===== src/rtl/dot_accum_pkg.sv =====
// Shared types and width/limit helpers for the dot-product accumulator.
package dot_accum_pkg;

    typedef enum logic [1:0] {
        IDLE  = 2'd0,
        ACCUM = 2'd1,
        DONE  = 2'd2
    } state_e;

    function automatic int acc_w(input int data_w, input int guard);
        return data_w + guard;
    endfunction

    function automatic longint max_val(input int data_w);
        return (longint'(1) <<< (data_w - 1)) - longint'(1);
    endfunction

    function automatic longint min_val(input int data_w);
        return -(longint'(1) <<< (data_w - 1));
    endfunction

endpackage


===== src/rtl/sat_narrow.sv =====
// Saturating ACC_W -> DATA_WIDTH narrowing with clip flag.
// Only built when DOT_ACCUM_SAT_EN is defined.
`ifdef DOT_ACCUM_SAT_EN
module sat_narrow
    import dot_accum_pkg::*;
#(
    parameter int IN_W  = 20,
    parameter int OUT_W = 16
) (
    input  logic [IN_W-1:0]  acc_i,
    output logic [OUT_W-1:0] data_o,
    output logic             clip_o
);
    localparam logic signed [IN_W-1:0] HI = IN_W'(max_val(OUT_W));
    localparam logic signed [IN_W-1:0] LO = IN_W'(min_val(OUT_W));

    // Result packed as {clip, data}.
    function automatic logic [OUT_W:0] sat_fn(input logic signed [IN_W-1:0] v);
        if (v > HI) return {1'b1, HI[OUT_W-1:0]};
        if (v < LO) return {1'b1, LO[OUT_W-1:0]};
        return {1'b0, v[OUT_W-1:0]};
    endfunction

    assign {clip_o, data_o} = sat_fn($signed(acc_i));

endmodule
`endif


===== src/rtl/dot_accum.sv =====
// Sums VEC_LEN fixed-point products (with multiplier overflow substitution) into one result.
// Define DOT_ACCUM_SAT_EN to saturate the narrowed result instead of wrapping.
module dot_accum
    import dot_accum_pkg::*;
#(
    parameter int DATA_WIDTH = 16,
    parameter int FIXED_PNT  = 8,
    parameter int VEC_LEN    = 8,
    parameter int ACC_GUARD  = 4
) (
    input  logic                  clk,
    input  logic                  rst_n,
    input  logic                  in_valid,
    output logic                  in_ready,
    input  logic [DATA_WIDTH-1:0] product,
    input  logic                  overflow,
    input  logic                  underflow,
    output logic                  out_valid,
    input  logic                  out_ready,
    output logic [DATA_WIDTH-1:0] out_data,
    output logic                  out_sat
);
    localparam int ACC_W = acc_w(DATA_WIDTH, ACC_GUARD);
    localparam int CNT_W = $clog2(VEC_LEN + 1);
    localparam logic signed [DATA_WIDTH-1:0] MAX_V = DATA_WIDTH'(max_val(DATA_WIDTH));
    localparam logic signed [DATA_WIDTH-1:0] MIN_V = DATA_WIDTH'(min_val(DATA_WIDTH));

    // Guard bits must cover the worst-case sum so the accumulator itself never wraps.
    if (VEC_LEN < 1 || VEC_LEN > (1 << ACC_GUARD)) begin : g_bad_len
        $fatal(1, "dot_accum: VEC_LEN must be in 1..2**ACC_GUARD");
    end
    if (FIXED_PNT < 0 || FIXED_PNT >= DATA_WIDTH) begin : g_bad_fp
        $fatal(1, "dot_accum: FIXED_PNT must be in 0..DATA_WIDTH-1");
    end

    state_e                  state_q;
    logic [CNT_W-1:0]        cnt_q, cnt_d;
    logic signed [ACC_W-1:0] acc_q, acc_d, term;
    logic signed [DATA_WIDTH-1:0] term_n;
    logic                    flag_q, flag_d;
    logic                    beat, last;
    logic [DATA_WIDTH-1:0]   out_data_q, narrow_d;
    logic                    out_sat_q, out_valid_q, clip_d;

    assign in_ready = (state_q != DONE);
    assign beat     = in_valid && in_ready;

    // Overflow takes priority when the multiplier raises both flags.
    always_comb begin
        term_n = $signed(product);
        if (overflow)       term_n = MAX_V;
        else if (underflow) term_n = MIN_V;
    end

    assign term   = {{ACC_GUARD{term_n[DATA_WIDTH-1]}}, term_n};
    assign acc_d  = acc_q + term;
    assign cnt_d  = cnt_q + CNT_W'(1);
    assign flag_d = flag_q | overflow | underflow;
    assign last   = (cnt_d == CNT_W'(VEC_LEN));

`ifdef DOT_ACCUM_SAT_EN
    sat_narrow #(
        .IN_W  (ACC_W),
        .OUT_W (DATA_WIDTH)
    ) u_sat (
        .acc_i  (acc_d),
        .data_o (narrow_d),
        .clip_o (clip_d)
    );
`else
    logic unused_guard;
    assign narrow_d     = acc_d[DATA_WIDTH-1:0];
    assign clip_d       = 1'b0;
    assign unused_guard = ^acc_d[ACC_W-1:DATA_WIDTH];
`endif

    always_ff @(posedge clk or negedge rst_n) begin
        if (!rst_n) begin
            state_q     <= IDLE;
            cnt_q       <= '0;
            acc_q       <= '0;
            flag_q      <= 1'b0;
            out_valid_q <= 1'b0;
            out_data_q  <= '0;
            out_sat_q   <= 1'b0;
        end else begin
            case (state_q)
                IDLE, ACCUM: begin
                    if (beat) begin
                        acc_q  <= acc_d;
                        cnt_q  <= cnt_d;
                        flag_q <= flag_d;
                        if (last) begin
                            state_q     <= DONE;
                            out_valid_q <= 1'b1;
                            out_data_q  <= narrow_d;
                            out_sat_q   <= clip_d | flag_d;
                        end else begin
                            state_q <= ACCUM;
                        end
                    end
                end
                DONE: begin
                    if (out_ready) begin
                        state_q     <= IDLE;
                        out_valid_q <= 1'b0;
                        acc_q       <= '0;
                        cnt_q       <= '0;
                        flag_q      <= 1'b0;
                    end
                end
                default: state_q <= IDLE;
            endcase
        end
    end

    assign out_valid = out_valid_q;
    assign out_data  = out_data_q;
    assign out_sat   = out_sat_q;

endmodule


===== config.mk =====
export PLATFORM = sky130hd
export DESIGN_NAME = dot_accum
export DESIGN_NICKNAME = d
export VERILOG_FILES = /design/src/rtl/dot_accum_pkg.sv /design/src/rtl/sat_narrow.sv /design/src/rtl/dot_accum.sv
export SDC_FILE = /design/constraint.sdc
export NUM_CORES = 1
export LEC_CHECK = 0
export CORE_MARGIN = 2
export CORE_UTILIZATION = 60
export DETAILED_ROUTE_END_ITERATION = 16
export DONT_BUFFER_PORTS = 1
export PLACE_DENSITY = 0.76
export SLEW_MARGIN = 20
export SYNTH_ARGS = -nofsm -noshare
export SYNTH_HDL_FRONTEND = slang
export SYNTH_HIERARCHICAL = 1
export SYNTH_SLANG_ARGS = --single-unit

===== constraint.sdc =====
create_clock -name clk -period 2.5 [get_ports clk]
set_input_delay 0.25 -clock clk [delete_from_list [all_inputs] [get_ports clk]]
set_output_delay 0.25 -clock clk [all_outputs]
set_load 0.01 [all_outputs]

Word level (Yosys, flattened, before mapping)

Index checks and enable logic that the tools add are counted.

Add/subtract/negate cells: 2
Multiply operators: 0
Div/mod/pow operators: 0
Magnitude comparators: 0
Eq/ne operators: 7
Shifts and indexed selects: 0
Muxes and demuxes: 18
Bitwise gates (word level): 2
Reduce and logical (&&, ||, !) cells: 8

Operators with widths:

| kind                  | number |
|---|---|
| $mux W20              | 2 |
| $pmux W20 S2          | 1 |
| $mux W16              | 2 |
| $add A20 B16 Y20      | 1 |
| $mux W4               | 2 |
| $ne A2 B2 Y1 const B  | 4 |
| $pmux W4 S2           | 1 |
| $mux W2               | 3 |
| $reduce_and A3 Y1     | 2 |
| $add A4 B1 Y4 const B | 1 |
| $eq A4 B4 Y1 const B  | 1 |
| $mux W1               | 4 |
| $pmux W1 S2           | 2 |
| $pmux W2 S2           | 1 |
| $reduce_and A4 Y1     | 1 |
| $eq A2 B1 Y1 const B  | 1 |
| $eq A2 B2 Y1 const B  | 1 |
| $logic_not A2 Y1      | 1 |
| $or A1 B1 Y1          | 2 |
| $reduce_and A2 Y1     | 1 |
| $reduce_bool A2 Y1    | 1 |
| $reduce_or A2 Y1      | 1 |
| $logic_and A1 B1 Y1   | 1 |

Bits in registers: 45
Bits in latches: 0
RAM bits: 0
ROM bits: 0
Bits of input ports: 22
Output and inout port bits: 19
Memories kept: 0

Logic depth before layout (Yosys ltp)

Depth in word-level cells: 5
Depth in mapped cells: 10

Least setup slack after synthesis

No wires, ideal clock.

Kind: input-to-reg
Start: in overflow
End: reg out_data_q[12], in the netlist out_data[12]
Library setup time: 0.125 ns
Arrival: 2.246 ns
Required time: 2.375 ns
Slack: 0.130 ns
Stages on the path: 10
Path through: clkbuf_1 > clkbuf_1 > a21o_1 > fa_1 > a21oi_2 > o211ai_1 > a22oi_2 > a21oi_1 > xor2_1 > mux2_2

Longest elaborated chain between the ends: 2

RTL lines:

| item                   | line            | text |
|---|---|---|
| start: declaration     | dot_accum.sv:16 | `input logic overflow,` |
| $mux W16               | dot_accum.sv:51 | `if (overflow) term_n = MAX_V;` |
| $add A20 B16 Y20       | dot_accum.sv:56 | `assign acc_d = acc_q + term;` |
| end signal: assignment | dot_accum.sv:96 | `out_data_q <= narrow_d;` |
| end: declaration       | dot_accum.sv:42 | `logic [DATA_WIDTH-1:0] out_data_q, narrow_d;` |

No other way between the ends.
A chain may end at the register's enable or synchronous reset.

Worst setup path in the final report

Start: reg acc_q[0]
End: reg out_data_q[12], in the netlist out_data[12]

Longest elaborated chain between the ends: 1

RTL lines:

| item                     | line             | text |
|---|---|---|
| start: declaration       | dot_accum.sv:38  | `logic signed [ACC_W-1:0] acc_q, acc_d, term;` |
| start signal: assignment | dot_accum.sv:81  | `acc_q <= '0;` |
| start signal: assignment | dot_accum.sv:90  | `acc_q <= acc_d;` |
| start signal: assignment | dot_accum.sv:107 | `acc_q <= '0;` |
| $add A20 B16 Y20         | dot_accum.sv:56  |  |

No other way between the ends.

==> results.json <==
{
  "outcome": "completed",
  "grt_overflow": 0,
  "cp_top_family": "compound AO/OA/AOI/OAI gates",
  "fin_util": 0.662,
  "antenna_found_initial": 0,
  "via_count": 1773,
  "path_cells": "ha_1 -> fa_1 -> a21oi_2 -> o211ai_1 -> a22oi_2 -> a21oi_1 -> xor2_1 -> mux2_2",
  "cts_tree": "built",
  "die_h_um": 68.3,
  "root_buffer": "clkbuf_8",
  "power_leakage_nw": 1.23,
  "drc": 0,
  "io_pins": 41,
  "cp-startpoint": "acc_q[0]",
  "synthCells": 236,
  "synth_area_um2": 2480,
  "vias_per_cell": 6.07,
  "stdcell_area_um2": 2650,
  "synth-seq-area-share": 0.413,
  "grt_pass1_wl_mm": 8.06,
  "multi_input_area_um2": 1390,
  "maxCapViolCount": 0,
  "hpwlAfterDp_mm": 3.52,
  "globalplace.congestion": 0.834,
  "post-route-period-util": 0.912,
  "regToRegStartpoint": "acc_q[0]",
  "crit_path_end": "out_data[12]",
  "syn_area_per_cell_um2": 10.5,
  "required_ns": 2.69,
  "cp-start-kind": "flip-flop",
  "r2r_slack_ns": 0.22,
  "end_kind": "flip-flop",
  "period_needed_ns": 2.28,
  "grt_max_degree": 42,
  "slew_headroom": 0.691,
  "critPathKind": "reg -> reg",
  "max_freq_mhz": 438,
  "wirelength_mm": 4.94,
  "synthesis.nets": 277,
  "synth-main-ff-cell": "dfrtp_1",
  "fillers": 335,
  "first_pass_iters": 4,
  "crit_slowest_cell": "fa_1",
  "synth_edf_count": 0,
  "cts_max_path_buffers": 2,
  "die_area_um2": 4670,
  "worstMarginPinSlew_ns": 0.464,
  "numCtsBuffers": 5,
  "grt_pass1_vias": 1763,
  "reg2reg_depth": 8,
  "clock-sinks": 41,
  "cp.depth": 8,
  "start_util": 0.621,
  "total_power_mw": 3.23,
  "vdd_drop_max_uv": 615,
  "crit_buf_inv": 0,
  "clock_skew_ns": 0.00711,
  "wl_per_cell_um": 16.9,
  "clk_latency_ns": 0.29,
  "ys_ff_latch": 41,
  "portBuffers": 0,
  "synth_top_area_cell": "dfrtp_1",
  "syn_to_final_growth_pct": 6.60,
  "final_cell_mix": "41 x dfrtp_1, 19 x nand2_1, 18 x ha_1",
  "hp-class": "in -> reg",
  "hold_violations": 0,
  "path_clk_slew_ns": 0.08,
  "row_count": 23,
  "track_usage": 0.234,
  "setup_violations": 0,
  "final-seq-area_um2": 1030,
  "layout_commonest_cell": "dfrtp_1",
  "p_per_area_nw_per_um2": 1220,
  "timing.hold.ws_ns": 0.0472,
  "cts_max_level": 2,
  "synth_area_leaders": "dfrtp_1 41%, ha_1 9.1%, a22o_1 5.6%",
  "ant_nets": 0,
  "coreArea_um2": 4000,
  "synth_cell_types": 41,
  "die_x_um": 68.3,
  "synth_top_area_share": 0.413,
  "antenna_cells": 0,
  "final_nets": 282,
  "slowest_delay_ns": 0.42,
  "drv_slew": 0,
  "dpl_cell_area_um2": 2530,
  "arrival_ns": 2.47,
  "cp_max_fo": 3,
  "r2r_end": "out_data[12]",
  "final_layout_size_suffix_gt1_frac": 0.132,
  "ys_warn_count": 6,
  "tns_ns": 0,
  "async_reset_ff_frac": 1.00,
  "rsz0062_at_grt": "no",
  "drt_iter0_drc": 47
}
[worst min-delay path by stage]
stage / start / endpoint / slack [ns] / cells after the start
after floorplan: rst_n / acc_q[0] / -0.05 / 0
after global placement: rst_n / out_data[6] / -0.04 / 0
after global routing: in_valid / state_q[0] / 0.03 / 1
after CTS: in_valid / state_q[0] / 0.03 / 1
final: out_ready / state_q[1] / 0.05 / 1
after detailed placement: rst_n / acc_q[6] / -0.04 / 0
[logic make-up (layout without fill, tap and decap cells)]
logic type / Yosys count / after routing / share of synthesized area
AOI/OAI and AO/OA: 79 / 79 / 0.231
and+or+nand+nor: 51 / 51 / 0.100
DFF: 41 / 41 / 0.413
adders and majority gates: 19 / 19 / 0.0988
muxes: 18 / 18 / 0.0801
xor gates and xnor gates: 14 / 14 / 0.0494
buffers and inverters: 14 / 20 / 0.0272
[routing by layer]
metal,track usage,wire length [um]
met1,0.300,2250
met2,0.365,2300
met3,0.0872,329
met4,0.0775,63
met5,0,0
[repair_timing]
item | CTS | global route
buffers inserted | 0 | 0
hold buffers | 2 | 0
gates resized for setup | 0 | 0
hold endpoints to repair | 41 | 0
[where the power goes]
group	switching, mW	internal, mW
clock	0.235	0.194
combinational	0.866	0.730
sequential	0.260	0.944
[registers in the layout, summed over array words and instances, names as in the netlist]
signal / count
out_data: 16
flag_q: 1
out_valid: 1
acc_q: 16
cnt_q: 4
out_sat: 1
state_q: 2
[synth_stat cells (4+ instances only)]
library cell	n
a21o_1	16
a21oi_2	4
a21oi_1	14
mux2_2	6
mux2_1	9
o211ai_1	4
xnor2_1	5
nand2_1	19
a22o_1	16
ha_1	18
nand3_1	5
nor2_1	12
inv_1	5
o21ai_0	9
clkbuf_1	7
o21ai_1	4
xor2_1	9
dfrtp_1	41
[layout make-up]
type / count / share of cell area
Clock buffer: 6 / 0.0274
Clock inverter: 2 / 0.00378
Inverter: 5 / 0.00709
Multi-Input combinational cell: 181 / 0.525
Sequential cell: 41 / 0.388
Tap cell: 50 / 0.0236
Timing Repair Buffer: 7 / 0.0255
[through the flow]
stage | cells | setup slack, ns
floorplan | 236 | 0.130
global placement | 282 | 0.219
detailed placement | 282 | 0.156
CTS | 292 | 0.228
global route | 292 | 0.0898
finish | 292 | 0.219
Power figures use the tool's default switching activity.
